--- src/rtl/seg_disp_sched.sv ---
// rtl/seg_disp_sched.sv - round-robin scheduler sharing one 6-digit display among three requesters
module seg_disp_sched #(
    parameter logic [15:0] CNT_MAX  = 16'd49_999,
    parameter logic [11:0] HOLD_MS  = 12'd2000,
    parameter logic [7:0]  BLANK_MS = 8'd100
) (
    input  logic        sys_clk,
    input  logic        sys_rst_n,
    input  logic [2:0]  req,
    input  logic [59:0] data_in,
    input  logic [17:0] point_in,
    input  logic [2:0]  sign_in,
    output logic [19:0] data,
    output logic [5:0]  point,
    output logic        sign,
    output logic        seg_en,
    output logic [2:0]  gnt
);

    localparam logic [19:0] DATA_MAX = 20'd999_999;

    typedef enum logic [1:0] {
        IDLE  = 2'd0,
        SHOW  = 2'd1,
        BLANK = 2'd2
    } state_t;

    state_t      state_q, state_d;
    logic [15:0] ms_cnt_q, ms_cnt_d;
    logic [11:0] tick_cnt_q, tick_cnt_d;
    logic [1:0]  last_q, last_d;
    logic [2:0]  gnt_q, gnt_d;
    logic        seg_en_q, seg_en_d;
    logic [19:0] data_q, data_d;
    logic [5:0]  point_q, point_d;
    logic        sign_q, sign_d;

    logic        tick, hold_done, blank_done;
    logic        win_req, others_req, restart, cnt_clr;
    logic [1:0]  rr_win;
    logic [19:0] sel_data;
    logic [5:0]  sel_point;
    logic        sel_sign;

    // Search starts just after the last granted requester; caller guarantees r != 0.
    function automatic logic [1:0] rr_pick(input logic [2:0] r, input logic [1:0] last);
        logic [1:0] w;
        w = 2'd0;
        case (last)
            2'd0:    w = r[1] ? 2'd1 : (r[2] ? 2'd2 : 2'd0);
            2'd1:    w = r[2] ? 2'd2 : (r[0] ? 2'd0 : 2'd1);
            default: w = r[0] ? 2'd0 : (r[1] ? 2'd1 : 2'd2);
        endcase
        return w;
    endfunction

    // Hold and blank expire on the edge that delivers the final tick.
    assign tick       = (ms_cnt_q == CNT_MAX);
    assign hold_done  = tick && (tick_cnt_q == HOLD_MS - 12'd1);
    assign blank_done = tick && (tick_cnt_q == {4'd0, BLANK_MS} - 12'd1);
    assign win_req    = |(req & gnt_q);
    assign others_req = |(req & ~gnt_q);
    assign rr_win     = rr_pick(req, last_q);

    always_comb begin
        sel_data  = data_in[59:40];
        sel_point = point_in[17:12];
        sel_sign  = sign_in[2];
        case (last_q)
            2'd0: begin
                sel_data  = data_in[19:0];
                sel_point = point_in[5:0];
                sel_sign  = sign_in[0];
            end
            2'd1: begin
                sel_data  = data_in[39:20];
                sel_point = point_in[11:6];
                sel_sign  = sign_in[1];
            end
            default: ;
        endcase
    end

    always_comb begin
        state_d  = state_q;
        last_d   = last_q;
        gnt_d    = gnt_q;
        seg_en_d = seg_en_q;
        restart  = 1'b0;
        case (state_q)
            IDLE: begin
                gnt_d    = 3'b000;
                seg_en_d = 1'b0;
                if (|req) begin
                    state_d  = SHOW;
                    last_d   = rr_win;
                    gnt_d    = 3'b001 << rr_win;
                    seg_en_d = 1'b1;
                end
            end
            SHOW: begin
                // Early deassert wins over a coincident hold expiry.
                if (!win_req || (hold_done && others_req)) begin
                    state_d  = BLANK;
                    gnt_d    = 3'b000;
                    seg_en_d = 1'b0;
                end else if (hold_done) begin
                    restart = 1'b1;
                end
            end
            BLANK: begin
                if (blank_done) begin
                    if (|req) begin
                        state_d  = SHOW;
                        last_d   = rr_win;
                        gnt_d    = 3'b001 << rr_win;
                        seg_en_d = 1'b1;
                    end else begin
                        state_d = IDLE;
                    end
                end
            end
            default: begin
                state_d  = IDLE;
                gnt_d    = 3'b000;
                seg_en_d = 1'b0;
            end
        endcase
    end

    assign cnt_clr = restart || (state_d != state_q) || (state_q == IDLE);

    always_comb begin
        ms_cnt_d   = ms_cnt_q + 16'd1;
        tick_cnt_d = tick_cnt_q;
        if (cnt_clr) begin
            ms_cnt_d   = 16'd0;
            tick_cnt_d = 12'd0;
        end else if (tick) begin
            ms_cnt_d   = 16'd0;
            tick_cnt_d = tick_cnt_q + 12'd1;
        end
    end

    always_comb begin
        data_d  = data_q;
        point_d = point_q;
        sign_d  = sign_q;
        if (state_q == SHOW) begin
            data_d  = (sel_data > DATA_MAX) ? DATA_MAX : sel_data;
            point_d = sel_point;
            sign_d  = sel_sign;
        end
    end

    always_ff @(posedge sys_clk or negedge sys_rst_n) begin
        if (!sys_rst_n) begin
            state_q    <= IDLE;
            ms_cnt_q   <= 16'd0;
            tick_cnt_q <= 12'd0;
            last_q     <= 2'd2;
            gnt_q      <= 3'b000;
            seg_en_q   <= 1'b0;
            data_q     <= 20'd0;
            point_q    <= 6'd0;
            sign_q     <= 1'b0;
        end else begin
            state_q    <= state_d;
            ms_cnt_q   <= ms_cnt_d;
            tick_cnt_q <= tick_cnt_d;
            last_q     <= last_d;
            gnt_q      <= gnt_d;
            seg_en_q   <= seg_en_d;
            data_q     <= data_d;
            point_q    <= point_d;
            sign_q     <= sign_d;
        end
    end

    assign data   = data_q;
    assign point  = point_q;
    assign sign   = sign_q;
    assign seg_en = seg_en_q;
    assign gnt    = gnt_q;

endmodule

--- config.mk ---
export PLATFORM = sky130hd
export DESIGN_NAME = seg_disp_sched
export DESIGN_NICKNAME = d
export VERILOG_FILES = /design/src/rtl/seg_disp_sched.sv
export SDC_FILE = /design/constraint.sdc
export NUM_CORES = 1
export LEC_CHECK = 0
export CAP_MARGIN = 25
export CORE_MARGIN = 2
export CORE_UTILIZATION = 35
export CTS_BUF_LIST = sky130_fd_sc_hd__clkbuf_8
export CTS_CLUSTER_DIAMETER = 150
export DETAILED_ROUTE_END_ITERATION = 10
export PLACE_DENSITY = 0.67
export SYNTH_ARGS = -nofsm -noshare
export SYNTH_HDL_FRONTEND = slang
export SYNTH_SLANG_ARGS = --single-unit
--- constraint.sdc ---
create_clock -name sys_clk -period 2.1 [get_ports sys_clk]
set_clock_uncertainty 0.05 [all_clocks]
set_input_delay 0.315 -clock sys_clk [delete_from_list [all_inputs] [get_ports sys_clk]]
set_output_delay 0.315 -clock sys_clk [all_outputs]
set_load 0.02 [all_outputs]
==> out/results.txt <==
Post-Synthesis Cell Area - 0.00345 mm2
synth unique cells - 47
Peak Freq - 491 MHz
area growth from synthesis to layout - 54.0%
Final Instance Area - 0.00531 mm2
flop and latch count out of synthesis - 63
Final WS setup - 0.0651 ns
Row Count - 36
Static Leak - 2.18 nW
initial antenna violation count - 0
final WL - 9030 um
Period minus WS final - 2.03 ns
R2R depth - 8
largest net degree at the start of global routing - 40
Hold WS - 0.407 ns
layout cell share with drive strength beyond 1 - 14.4%
FFs w/ async S/R, synth - 100%
hpwl dp - 6900 um
placer congestion estimate - 0.822
CTS H-Tree Depth - 3
Crit path buffers/inverters - 3
fillers - 885
Iter 0 DRT Violations - 76
clock power share - 39.4%
met3 Usage GRT - 4.30%
yosys warns - 0
Primary FF master, synth - dfrtp_1
status - finished, final reports clean
Non-Filler Instances - 660
unrepaired setup endpoints after global routing - yes
Cell Int Power - 2.01 mW
clock net sink count - 63
# Max-Cap Violations - 0
Slew HR - 59.6%
clock root cell - clkbuf_8
busiest layer in global routing - met2
Die ar. - 0.0107 mm2
GRT Total Usage - 16.7%
number of flops mapped to enable cells by yosys - 0
area of the multi-input gates - 0.00176 mm2
Max FO, Critical Path - 10
setup violators final - 0
ANT cells - 0
worst-path cell chain - buf_12 -> buf_16 -> mux2i_1 -> o21ai_1 -> or2_2 -> o32ai_4 -> buf_6 -> a31oi_1
CP Launch Point - last_q[0]
io pins - 117
sw frac - 22.5%
I/O Buffers - 116
Design Power - 2.60 mW
vias per cell - 4.83
Syn Area/Cell - 9.42 um2
die height - 103 um
HP Class - reg2reg
slowest CP cell - dfrtp_2
commonest non-fill, non-tap cell in the layout - clkdlybuf4s50_1
Core ar. - 0.00968 mm2
cell count along the critical path - 8
syn_nets - 454
Critical Path Sink - data[9]
Sw Pwr - 0.585 mW
crit share post-route - 96.9%
Post-Syn Instances - 366
CTS Buffer Depth - 2
setup TNS - 0 ns
Crit Path Class - reg2reg
PwrDens - 489 mW/mm2
Final Max Tran Viols - 0
Die W - 103 um
Reg clk slew, reported paths - 0.06 ns
GRT met2 Usage - 26.8%
Post-DRT Antenna Nets - 0
Clock Latency Late Sink - 0.34 ns
worst r2r src - last_q[0]
CP top delay family - compound AO/OA/AOI/OAI gates
register area - 0.00158 mm2
Worst setup SP type - flop
vias in the first global route - 3010
CP Capture Type - flop
Final Core Density - 54.8%
DRC violations left - 0
starting density of the core - 35.6%
placed cell count - 636
delay of the slowest critical-path stage - 0.45 ns
worst vdd ir - 296 uV
via count - 3189
most frequent cells in the layout - 115 x clkdlybuf4s50_1, 61 x dfrtp_1, 52 x nor2_1, 39 x nand2_1, 38 x buf_4
first-pass GRT wire length - 13900 um
Wirelength per Cell - 13.7 um
DP Area - 0.00500 mm2
Flop pwr share - 47.7%
TritonCTS Buffers - 9
Congestion Overflow GR - 0
Pre-antenna DRT Iters - 4
worst slew pin tran - 0.606 ns
Hold Vio Cnt, Final - 0
met1 Use GR - 21.9%
Setup WS pre-CTS - -0.0997 ns
CP Data Required Time - 2.26 ns
Comb power frac - 12.9%
final net count - 610
TritonCTS clock tree - yes
slack of the worst reg-to-reg path - 0.07 ns
sequential fraction of the synthesis area - 45.8%
FF-to-FF End - data[9]
critical path arrival - 2.20 ns
==> synthesized netlist by cell type (4+ instances only) <==
cell      count  area, um2
dfrtp_1      62       1550
nor2_1       52        195
nand2_1      39        146
o21ai_0      33        165
mux2i_1      29        290
xnor2_1      19        166
a21oi_1      16       80.1
clkbuf_1     10       37.5
nor3_1        9       45.0
a22o_1        8       70.1
inv_1         8       30.0
nand4_1       8       50.1
nand3_1       7       35.0
xor2_1        6       52.6
mux2_2        5       56.3
and3_1        4       25.0
nand2b_1      4       25.0
nor3b_1       4       30.0
==> worst reg2reg max path, stage by stage (launching register included) <==
cell	delay, ns
dfrtp_2	0.45
buf_12	0.14
buf_16	0.14
mux2i_1	0.17
o21ai_1	0.09
or2_2	0.31
o32ai_4	0.31
buf_6	0.16
a31oi_1	0.09
==> logic make-up after synthesis <==
logic type / count (synthesis) / synth area share, %
AO/OA/AOI/OAI: 71 / 13.0
XOR/XNOR: 25 / 6.35
adder cells (fa/ha/maj): 2 / 0.726
buffers and inverters: 26 / 3.63
flip-flops: 63 / 45.8
multiplexers: 34 / 10.1
AND/OR/NAND/NOR: 145 / 20.4
==> sequential cells by signal, indices dropped and copies added, names as in the netlist <==
register and count:
data 20, ms_cnt_q 16, tick_cnt_q 12, point 6, gnt 3, last_q 2, state_q 2, seg_en 1
sign 1
==> routing by layer <==
| layer | up-vias | routed length, um |
|---|---|---|
| li1 | 1604 | - |
| met1 | 1490 | 4140 |
| met2 | 81 | 4350 |
| met3 | 14 | 377 |
| met4 | 0 | 167 |
| met5 | - | 0 |
==> layout make-up <==
type                            count  area share (%)
Clock inverter                      6           0.990
Inverter                            9           0.636
Clock buffer                       10            2.59
Tap cell                          133            3.14
Timing Repair Buffer              162            29.8
Sequential cell                    63            29.8
Multi-Input combinational cell    277            33.1
==> worst min path at each step <==
| stage | from | endpoint | slack (ns) | depth (start not counted) |
|---|---|---|---|---|
| finish | ms_cnt_q[0] | ms_cnt_q[0] | 0.41 | 1 |
| detailed placement | sys_rst_n | data[17] | 0.31 | 1 |
| CTS | ms_cnt_q[0] | ms_cnt_q[0] | 0.42 | 1 |
| global route | ms_cnt_q[0] | ms_cnt_q[0] | 0.44 | 1 |
| floorplan | sys_rst_n | data[0] | -0.03 | 0 |
| global placement | sys_rst_n | data[19] | 0.30 | 1 |
==> power by group through the flow <==
| stage | Clock [mW] | Sequential, mW | Combinational (mW) |
|---|---|---|---|
| after detailed placement | 0 | 1.26 | 0.336 |
| after CTS | 1.06 | 1.24 | 0.339 |
| after global routing | 1.11 | 1.24 | 0.362 |
| after global placement | 0 | 1.26 | 0.330 |
| after floorplan | 0 | 1.28 | 0.0617 |
| final | 1.02 | 1.24 | 0.336 |
==> repair_timing <==
| item | CTS | global route |
|---|---|---|
| gates cloned | 1 | 0 |
| endpoints found under the hold margin | 23 | 0 |
| resized for setup | 4 | 5 |
| setup buffers | 3 | 3 |
| hold buffers | 1 | 0 |
| pin swaps | 2 | 1 |
| setup endpoints to repair | 14 | 20 |
Power figures use the tool's default switching activity.
